--- src/rtl/dual_issue_queue.sv ---
// dual_issue_queue
// Program-ordered instruction buffer between fetch and the dual-issue control
// unit. Fetch writes up to two instructions per cycle. Each time the lane
// registers load, the queue head goes to lane A. The next-oldest entry is
// paired onto lane B only when the two instructions can safely issue together.
// Lane outputs are registered. There is no bypass from fetch to the lanes.
module dual_issue_queue #(
   parameter int DEPTH = 8
) (
   input  logic        clk,
   input  logic        rst_n,
   input  logic        in_valid0,
   input  logic        in_valid1,
   input  logic [31:0] in_instr0,
   input  logic [31:0] in_instr1,
   output logic        in_ready,
   input  logic        flush,
   input  logic        mode,
   input  logic        out_ready,
   output logic        out_valid_a,
   output logic        out_valid_b,
   output logic [31:0] out_instr_a,
   output logic [31:0] out_instr_b,
   output logic [6:0]  opcodeA,
   output logic [2:0]  funct3A,
   output logic [6:0]  funct7A,
   output logic [6:0]  opcodeB,
   output logic [2:0]  funct3B,
   output logic [6:0]  funct7B
);

   localparam int PW = $clog2(DEPTH);

   localparam logic [6:0] OP_RTYPE  = 7'b0110011;
   localparam logic [6:0] OP_ITYPE  = 7'b0010011;
   localparam logic [6:0] OP_LOAD   = 7'b0000011;
   localparam logic [6:0] OP_STORE  = 7'b0100011;
   localparam logic [6:0] OP_BRANCH = 7'b1100011;
   localparam logic [6:0] OP_JAL    = 7'b1101111;
   localparam logic [6:0] OP_JALR   = 7'b1100111;
   localparam logic [6:0] OP_LUI    = 7'b0110111;
   localparam logic [6:0] OP_AUIPC  = 7'b0010111;

   // A control transfer must issue alone, so that lane B never holds a wrong-path instruction.
   function automatic logic is_ctrl(input logic [6:0] op);
      return (op == OP_BRANCH) || (op == OP_JAL) || (op == OP_JALR);
   endfunction

   // There is only one memory port, so two memory operations cannot pair.
   function automatic logic is_mem(input logic [6:0] op);
      return (op == OP_LOAD) || (op == OP_STORE);
   endfunction

   // These formats write a destination register.
   function automatic logic writes_rd(input logic [6:0] op);
      return (op == OP_RTYPE) || (op == OP_ITYPE) || (op == OP_LOAD) ||
             (op == OP_JALR)  || (op == OP_JAL)   || (op == OP_LUI)  ||
             (op == OP_AUIPC);
   endfunction

   logic [31:0]   mem [DEPTH];
   logic [PW-1:0] rd_ptr;
   logic [PW-1:0] wr_ptr;
   logic [PW:0]   count;

   logic          push0;
   logic          push1;
   logic [PW:0]   n_push;
   logic [PW:0]   n_pop;
   logic [31:0]   h0;
   logic [31:0]   h1;
   logic          load;
   logic          issue_a;
   logic          issue_b;
   logic          raw;
   logic [4:0]    h0_rd;

   // in_ready depends only on the registered count, so fetch sees no combinational loop.
   assign in_ready = (count <= (PW+1)'(DEPTH - 2));

   assign push0  = in_ready & in_valid0;
   assign push1  = push0 & in_valid1;
   assign n_push = (PW+1)'(push0) + (PW+1)'(push1);

   assign h0 = mem[rd_ptr];
   assign h1 = mem[rd_ptr + PW'(1)];

   assign load = !out_valid_a | out_ready;

   // The rs fields of H1 are compared whatever its format. A false hazard only costs a lost pairing.
   assign h0_rd = h0[11:7];
   assign raw   = writes_rd(h0[6:0]) && (h0_rd != 5'd0) &&
                  ((h0_rd == h1[19:15]) || (h0_rd == h1[24:20]));

   assign issue_a = (count != '0);
   assign issue_b = (count >= (PW+1)'(2)) && !mode && !is_ctrl(h0[6:0]) &&
                    !(is_mem(h0[6:0]) && is_mem(h1[6:0])) && !raw;

   assign n_pop = load ? ((PW+1)'(issue_a) + (PW+1)'(issue_b)) : '0;

   // ---- queue storage: data only, no reset ----
   // Write the incoming instructions at the tail. A flush discards same-cycle pushes.
   always_ff @(posedge clk) begin
      if (push0 && !flush) mem[wr_ptr] <= in_instr0;
      if (push1 && !flush) mem[wr_ptr + PW'(1)] <= in_instr1;
   end

   // Pointers, occupancy and lane valids. Flush overrides push, pop and load.
   always_ff @(posedge clk or negedge rst_n) begin
      if (!rst_n) begin
         rd_ptr      <= '0;
         wr_ptr      <= '0;
         count       <= '0;
         out_valid_a <= 1'b0;
         out_valid_b <= 1'b0;
      end else if (flush) begin
         rd_ptr      <= '0;
         wr_ptr      <= '0;
         count       <= '0;
         out_valid_a <= 1'b0;
         out_valid_b <= 1'b0;
      end else begin
         wr_ptr <= wr_ptr + n_push[PW-1:0];
         rd_ptr <= rd_ptr + n_pop[PW-1:0];
         count  <= count + n_push - n_pop;
         if (load) begin
            out_valid_a <= issue_a;
            out_valid_b <= issue_b;
         end
      end
   end

   // ---- lane output registers ----
   // Lane instruction registers load only when their lane becomes valid. Otherwise they hold.
   always_ff @(posedge clk or negedge rst_n) begin
      if (!rst_n) begin
         out_instr_a <= '0;
         out_instr_b <= '0;
      end else if (load && !flush) begin
         if (issue_a) out_instr_a <= h0;
         if (issue_b) out_instr_b <= h1;
      end
   end

   assign opcodeA = out_instr_a[6:0];
   assign funct3A = out_instr_a[14:12];
   assign funct7A = out_instr_a[31:25];
   assign opcodeB = out_instr_b[6:0];
   assign funct3B = out_instr_b[14:12];
   assign funct7B = out_instr_b[31:25];

endmodule

--- config.mk ---
export PLATFORM = sky130hd
export DESIGN_NAME = dual_issue_queue
export DESIGN_NICKNAME = d
export VERILOG_FILES = /design/src/rtl/dual_issue_queue.sv
export SDC_FILE = /design/constraint.sdc
export NUM_CORES = 1
export LEC_CHECK = 0
export CORE_MARGIN = 10
export CORE_UTILIZATION = 35
export DETAILED_ROUTE_END_ITERATION = 8
export GPL_TIMING_DRIVEN = 0
export MAX_ROUTING_LAYER = met4
export PLACE_DENSITY_LB_ADDON = 0.15
export SKIP_CTS_REPAIR_TIMING = 1
export SLEW_MARGIN = 20
export SYNTH_ARGS = -nofsm -noshare
export SYNTH_HDL_FRONTEND = slang
export SYNTH_SLANG_ARGS = --single-unit
--- constraint.sdc ---
create_clock -name clk -period 6.3 [get_ports clk]
set_clock_uncertainty 0.15 [all_clocks]
set_input_delay 0.945 -clock clk [delete_from_list [all_inputs] [get_ports clk]]
set_output_delay 0.945 -clock clk [all_outputs]
set_load 0.005 [all_outputs]
Yosys cells after proc, flatten, opt, wreduce, memory -nomap -nowiden

Memories as Yosys holds them, arrays and structs flattened.
Index checks and enable logic that the tools add are counted.

Register bits: 76
RAM bits: 256
Input port bits: 71
Output and inout port bits: 101
Memories kept: 1

Memories:

| memory | depth | bits a word | rd ports | clocked after Yosys merged registers in | wr ports | RTL line | RTL |
|---|---|---|---|---|---|---|---|
| mem    | 8     | 32          | 2        | 0                                       | 2        | 61       | `logic [31:0] mem [DEPTH];` |

Add/subtract/negate cells: 8
$lt $le $gt $ge: 2
Eq/ne operators: 13
Multiplexer cells: 12
Bitwise gates (word level): 3
Reductions and logical operators: 32

Operator list:

| operator                                                           | count |
|---|---|
| equality test 7 x 6 -> 1 bit (second input constant)               | 4 |
| equality test 7 bit (second input constant)                        | 3 |
| equality test 7 x 2 -> 1 bit (second input constant)               | 2 |
| equality test 7 x 5 -> 1 bit (second input constant)               | 2 |
| logical OR 1 bit                                                   | 11 |
| equality test 5 bit                                                | 2 |
| logical AND 1 bit                                                  | 10 |
| two-way mux 1 bit                                                  | 8 |
| adder 3 x 1 -> 3 bit (second input constant)                       | 2 |
| adder 3 x 2 -> 3 bit                                               | 2 |
| zero test 1 bit                                                    | 6 |
| two-way mux 3 bit                                                  | 2 |
| nonzero test 5 bit                                                 | 1 |
| adder 1 x 1 -> 2 bit                                               | 2 |
| adder 4 x 2 -> 4 bit                                               | 1 |
| greater-or-equal comparator 4 x 2 -> 1 bit (second input constant) | 1 |
| <= comparator 4 x 3 -> 1 bit (second input constant)               | 1 |
| two-way mux 4 bit                                                  | 1 |
| AND reduction 2 bit                                                | 2 |
| nonzero test 4 bit                                                 | 1 |
| subtractor 4 x 2 -> 4 bit                                          | 1 |
| bitwise AND 1 bit                                                  | 2 |
| two-way mux 2 bit                                                  | 1 |
| nonzero test 2 bit                                                 | 1 |
| bitwise OR 1 bit                                                   | 1 |

Longest topological paths before layout

Gate-level depths: netlist of run 1.
An unclocked memory read counts as a cell.

Depth after elaboration: 16
Mapped depth: 23
Depth with buffers taken out: 18

Worst setup path after synthesis of run 1

OpenSTA, ideal clock, no wires.

Path type: register to register
From: register rd_ptr[1]
To: register count[3]
Data arrival time: 4.444 ns
Required time: 6.018 ns
Setup slack: 1.574 ns
Stages on the path, launching flop included: 24
Clock period less this slack: 4.726 ns
Path through: dfrtp_1 > ha_1 > buf_2 > buf_2 > buf_2 > mux4_2 > mux2i_1 > xor2_1 > nor2_1 > nor4_2 > o21ai_2 > buf_6 > buf_6 > and3_1 > ha_1 > nand2_1 > inv_1 > fa_1 > inv_1 > ha_1 > a21o_1 > a21oi_1 > xnor2_1 > nor2_1

Cells in the longest elaborated chain, start to end: 16

RTL lines:

| what                                                                                | RTL line | RTL |
|---|---|---|
| start, declared                                                                     | 62       | `logic [PW-1:0] rd_ptr;` |
| start signal, assigned                                                              | 124      | `rd_ptr <= rd_ptr + n_pop[PW-1:0];` |
| memory (8 x 32 bit) (*)                                                             | --       |  |
| equality test 7 x 6 -> 1 bit / equality test 7 x 5 -> 1 bit (equally long branches) | 56       | `return (op == OP_RTYPE) \|\| (op == OP_ITYPE) \|\| (op == OP_LOAD) \|\|` |
| logical OR 1 bit (3 in a row)                                                       | 56       |  |
| logical OR 1 bit (3 in a row)                                                       | 57       | `(op == OP_JALR) \|\| (op == OP_JAL) \|\| (op == OP_LUI) \|\|` |
| logical AND 1 bit (2 in a row)                                                      | 92       | `assign raw = writes_rd(h0[6:0]) && (h0_rd != 5'd0) &&` |
| zero test 1 bit                                                                     | 97       | `!(is_mem(h0[6:0]) && is_mem(h1[6:0])) && !raw;` |
| logical AND 1 bit (*)                                                               | 97       |  |
| adder 1 x 1 -> 2 bit (*)                                                            | 99       | `assign n_pop = load ? ((PW+1)'(issue_a) + (PW+1)'(issue_b)) : '0;` |
| two-way mux 2 bit (*)                                                               | 99       |  |
| subtractor 4 x 2 -> 4 bit (*)                                                       | 125      | `count <= count + n_push - n_pop;` |
| two-way mux 4 bit (*)                                                               | 116      | `end else if (flush) begin` |
| end signal, assigned                                                                | 125      |  |
| end, declared                                                                       | 64       | `logic [PW:0] count;` |

Mark *: on every way between the ends. The rest lies on a longest branch, timed or not.
A chain may end at the register's enable or synchronous reset.

Worst setup path in the final report of run 1

Ends and elaborated chain as after synthesis.

==> results of run 1 <==
==> worst max-delay path: stages (launching register included) <==
cell	delay [ps]
dfrtp_1	520
ha_1	350
buf_2	230
buf_2	500
buf_2	520
mux4_2	390
mux2i_1	550
xor2_1	170
nor4_2	270
o21ai_2	110
buf_6	160
buf_6	160
and3_1	160
ha_1	190
nand2_1	100
inv_1	60
fa_1	480
inv_1	60
ha_1	260
a21o_1	150
a21oi_1	170
xnor2_1	130
nor2_1	50
==> layer usage <==
metal,vias up,track usage
li1,5365,-
met1,6657,0.277
met2,527,0.355
met3,122,0.0399
met4,0,0.0739
met5,-,-
==> cell usage after synthesis (20+ instances only) <==
cell	instances	area [um^2]
edfxtp_1	256	7690
mux2_2	256	2880
mux4_2	140	3150
dfrtp_1	76	1900
nand2_1	60	225
mux2i_1	58	581
a31oi_1	56	350
nor2_1	45	169
a21oi_1	44	220
clkbuf_1	38	143
buf_4	36	270
buf_2	20	100
==> flip-flops by register name (all words and copies together) (netlist names) <==
signal	cells
rd_ptr	3
count	4
out_valid_a	1
wr_ptr	3
out_instr_b	32
mem	256
out_instr_a	32
out_valid_b	1
==> metrics by stage <==
step	power, mW	instances	utilization	worst slack, ps
detailed placement	7.28	2125	0.411	311
floorplan	5.40	1235	-	1570
CTS	9.59	2198	0.435	288
finish	9.51	2202	0.435	228
global placement	7.20	2101	0.400	-2760
global route	9.95	2202	0.435	50.8
==> path summary, 6_finish.rpt <==
kind	slack, ps	endpoint
min in group clk	380	out_instr_a[9]
min	120	out_instr_a[7]
min reg2reg	380	out_instr_a[9]
max in group asynchronous	5250	out_instr_a[28]
max reg2reg	230	count[3]
max	230	count[3]
==> power groups by stage <==
stage               clock network [mW]  registers (mW)  logic (mW)
floorplan                            0            2.91        2.48
global placement                     0            3.02        4.19
detailed placement                   0            3.00        4.28
CTS                               2.34            2.96        4.29
global route                      2.41            2.99        4.55
finish                            2.30            2.95        4.26
==> logic make-up (layout without fill, tap and decap cells) <==
group	after synthesis	in the layout	synth area share
buf+inv	143	411	0.0425
other cells	0	3	0
compound gates	116	116	0.0370
flops	332	332	0.509
fa+ha+maj	15	15	0.0115
simple gates	141	141	0.0324
xor+xnor	31	31	0.0144
mux	457	457	0.354
==> cell type report <==
| type | instances | area (um^2) |
|---|---|---|
| multi-input combinational | 760 | 8570 |
| antenna | 3 | 7.51 |
| tap | 696 | 871 |
| fill | 4936 | 30300 |
| clock inverter | 15 | 133 |
| sequential | 332 | 9590 |
| buffer | 124 | 742 |
| inverter | 19 | 71.3 |
| clock buffer | 58 | 1140 |
| timing repair buffer | 195 | 2190 |
==> flow_metrics.env, run 1 <==
export IMPL_post_synth_inst_count=1235
export IMPL_max_cap_violations=0
export IMPL_finalHoldViolations=0
export IMPL_yosysWarnings=0
export IMPL_comb_power_share=0.448
export IMPL_cts_htree_levels=2
export IMPL_slew_viol_final=0
export IMPL_clk_pin_slew_ps=60
export IMPL_finalSetupViolCount=0
export IMPL_synth_edf_count=256
export IMPL_required_ps=6580
export IMPL_final_cell_area_um2=23300
export IMPL_dr_pass1_iters=5
export IMPL_p_clk_frac=0.241
export IMPL_worst_pin_slew_ps=1210
export IMPL_ant_nets=0
export IMPL_synth_area_um2=18900
export IMPL_crit_path_start="rd_ptr[1]"
export IMPL_antenna_found_initial=4
export IMPL_drive_above_1_share=0.384
export IMPL_switchingPower_mw=3.34
export IMPL_via_count=12671
export IMPL_ir_drop_mv=0.203
export IMPL_avgSynthCellArea_um2=15.3
export IMPL_grt_max_degree=47
export IMPL_p_int_mw=6.16
export IMPL_crit_path_start_kind="flip-flop"
export IMPL_grt_usage=0.220
export IMPL_wirelength_mm=68.6
export IMPL_synth_distinct_cells=44
export IMPL_synth_seq_cells=332
export IMPL_core_area_um2=53600
export IMPL_ios=172
export IMPL_wl_per_cell_um=31.1
export IMPL_die_area_um2=63600
export IMPL_met1_length_mm=28.7
export IMPL_fin_nets=1558
export IMPL_rows=85
export IMPL_drc=0
export IMPL_layout_common_cells="256 x mux2_2, 256 x edfxtp_1, 169 x clkdlybuf4s50_1, 140 x mux4_2, 76 x dfrtp_1"
export IMPL_grt_pass1_vias=13154
export IMPL_tns_ps=0
export IMPL_cts_made_buffers=40
export IMPL_gp_congestion=0.828
export IMPL_grt_first_pass_wirelength_mm=96.6
export IMPL_clockRootBuffer="clkbuf_16"
export IMPL_synth_nets=1321
export IMPL_routed_top_layer="met4"
export IMPL_min_period_over_period=0.964
export IMPL_dpl_cell_area_um2=22000
export IMPL_critPathMaxFanout=10
export IMPL_initial_core_util=0.352
export IMPL_max_freq_ghz=0.165
export IMPL_fin_hold_ws_ps=120
export IMPL_synth_ff_type="edfxtp_1"
export IMPL_p_sw_frac=0.352
export IMPL_relSlewSlack=0.193
export IMPL_min_path_type="in -> async"
export IMPL_worstReg2RegStart="rd_ptr[1]"
export IMPL_critPathKind="reg -> reg"
export IMPL_cts_tree="yes"
export IMPL_p_seq_frac=0.311
export IMPL_clock_path_buffers=3
export IMPL_power_leakage_nw=7.97
export IMPL_wl_met3_mm=4.76
export IMPL_status="complete, no violations"
export IMPL_cp_arrival_ps=6350
export IMPL_wl_met2_mm=33.1
export IMPL_grt_overflow=0
export IMPL_clk_latency_ps=580
export IMPL_vias_per_cell=5.75
export IMPL_cp_end_kind="flip-flop"
export IMPL_area_growth_pct=23.7
export IMPL_clock_sinks=332
export IMPL_chipHeight_um=252
export IMPL_port_buffers=170
export IMPL_drtIter0Drc=1382
export IMPL_rsz0062_at_grt="no"
export IMPL_die_x_um=252
export IMPL_seq_area_frac_synth=0.509
export IMPL_min_period_ps=6070
export IMPL_power_density_nw_per_um2=408
export IMPL_place_detailed_hpwl_mm=48.5
export IMPL_async_reset_ff_frac=0.229
export IMPL_rr_worst_depth=22
No activity file was read; power rests on OpenSTA's default activity.
==> run 2, diff against run 1 <==
CORE_MARGIN = 5   (was 10)
==> run 2 against run 1 <==
  * Hold slack improved by 46 ps
  * Highest routed layer unchanged
  * Wire length fell by 1.0%
  * Worst setup slack improved by 200 ps
  * Largest cell class unchanged
==> flow_metrics.env, run 2 (synthesis results as in run 1) <==
export IMPL_status="complete, no violations"
export IMPL_max_cap_violations=0
export IMPL_clock_path_buffers=3
export IMPL_slew_viol_final=0
export IMPL_crit_path_start_kind="flip-flop"
export IMPL_drc=0
export IMPL_fin_nets=1554
export IMPL_min_period_over_period=0.933
export IMPL_rr_endpoint="count[3]"
export IMPL_dpl_cell_area_um2=22000
export IMPL_dr_pass1_iters=5
export IMPL_grt_first_pass_wirelength_mm=96.8
export IMPL_grt_max_degree=40
export IMPL_min_period_ps=5880
export IMPL_critPathKind="reg -> reg"
export IMPL_layout_common_cells="256 x mux2_2, 256 x edfxtp_1, 169 x clkdlybuf4s50_1, 140 x mux4_2, 76 x dfrtp_1"
export IMPL_vias_per_cell=5.77
export IMPL_p_total_mw=9.45
export IMPL_critPathMaxFanout=10
export IMPL_grt_usage=0.234
export IMPL_gp_congestion=0.852
export IMPL_core_area_um2=53600
export IMPL_cp_arrival_ps=6140
export IMPL_drive_above_1_share=0.381
export IMPL_antenna_found_initial=2
export IMPL_finalSetupViolCount=0
export IMPL_die_x_um=242
export IMPL_wirelength_mm=67.9
export IMPL_setup_slack_ps=424
export IMPL_initial_core_util=0.352
export IMPL_r2r_setup_slack_ps=420
export IMPL_via_count=12671
export IMPL_largest_reg_flops=256
export IMPL_grt_pass1_vias=13177
export IMPL_cts_tree="yes"
export IMPL_rsz0062_at_grt="no"
export IMPL_clk_pin_slew_ps=60
export IMPL_die_area_um2=58600
export IMPL_worstReg2RegStart="rd_ptr[1]"
export IMPL_ios=172
export IMPL_place_ws_ps=464
export IMPL_finalHoldViolations=0
export IMPL_tns_ps=0
export IMPL_rr_worst_depth=23
export IMPL_power_density_nw_per_um2=406
export IMPL_chipHeight_um=242
export IMPL_cts_made_buffers=39
export IMPL_clk_latency_ps=560
export IMPL_ir_drop_mv=0.170
export IMPL_port_buffers=170
export IMPL_cp_end_kind="flip-flop"
export IMPL_area_growth_pct=23.4
export IMPL_relSlewSlack=0.209
export IMPL_clockRootBuffer="clkbuf_16"
export IMPL_power_leakage_nw=7.94
export IMPL_top_regs="mem x256, out_instr_a x32, out_instr_b x32"
export IMPL_wl_per_cell_um=30.9
export IMPL_place_detailed_hpwl_mm=47.4
export IMPL_top_register="mem"
export IMPL_cts_htree_levels=2
export IMPL_max_freq_ghz=0.170
export IMPL_grt_overflow=0
export IMPL_ant_nets=0
export IMPL_min_path_type="in -> async"
export IMPL_clock_sinks=332
export IMPL_required_ps=6560
export IMPL_worst_pin_slew_ps=1190
export IMPL_fin_hold_ws_ps=166
export IMPL_final_cell_area_um2=23300
export IMPL_rows=85
export IMPL_drtIter0Drc=1283
run 2: how the worst max path moves through the flow:
stage | start | end | slack, ps | cells past startpoint
final | rd_ptr[1] | count[3] | 420 | 23
after global routing | rd_ptr[1] | count[3] | 50 | 23
after CTS | rd_ptr[1] | count[3] | 420 | 23
after detailed placement | rd_ptr[1] | count[3] | 460 | 23
after global placement | flush | mem[0][16] | -2520 | 3
after floorplan | rd_ptr[1] | count[3] | 1570 | 23
run 2: routing by layer:
layer | share of wire | track usage | up-vias
met3 | 0.062 | 0.0409 | 82
met4 | 0.021 | 0.0502 | 0
met5 | 0 | - | -
met1 | 0.42 | 0.302 | 6753
li1 | - | - | 5352
met2 | 0.50 | 0.392 | 484
run 2: through the flow:
step,std cells,util
after floorplan,1235,-
after global routing,2196,0.434
after global placement,2101,0.400
after detailed placement,2123,0.411
after CTS,2194,0.434
final,2196,0.434
run 2: power breakdown:
group          leakage (nW)  internal, mW  total [mW]  switching, mW
logic                  4.14          2.12        4.20           2.08
registers              3.18          2.69        2.97          0.277
clock network         0.614          1.32        2.27          0.950
run 2: area by class of cell:
cell class / count / area, um^2
fill: 4983 / 30300
sequential: 332 / 9590
multi-input combinational: 760 / 8570
timing repair buffer: 192 / 2190
clock buffer: 58 / 1130
tap: 696 / 871
buffer: 124 / 739
clock inverter: 13 / 115
inverter: 19 / 71.3
antenna: 2 / 5.00
run 2: worst max-delay path, stage by stage (launching register included):
cell     delay (ps)
dfrtp_1         520
ha_1            350
buf_2           250
buf_2           480
buf_2           480
mux4_2          430
mux2i_1         230
xor2_1          210
nor2_1           70
nor4_2          300
o21ai_2         100
buf_6           150
buf_6           170
and3_1          160
ha_1            190
nand2_1         100
inv_1            60
fa_1            470
inv_1            60
ha_1            260
a21o_1          150
a21oi_1         160
xnor2_1         130
nor2_1           50
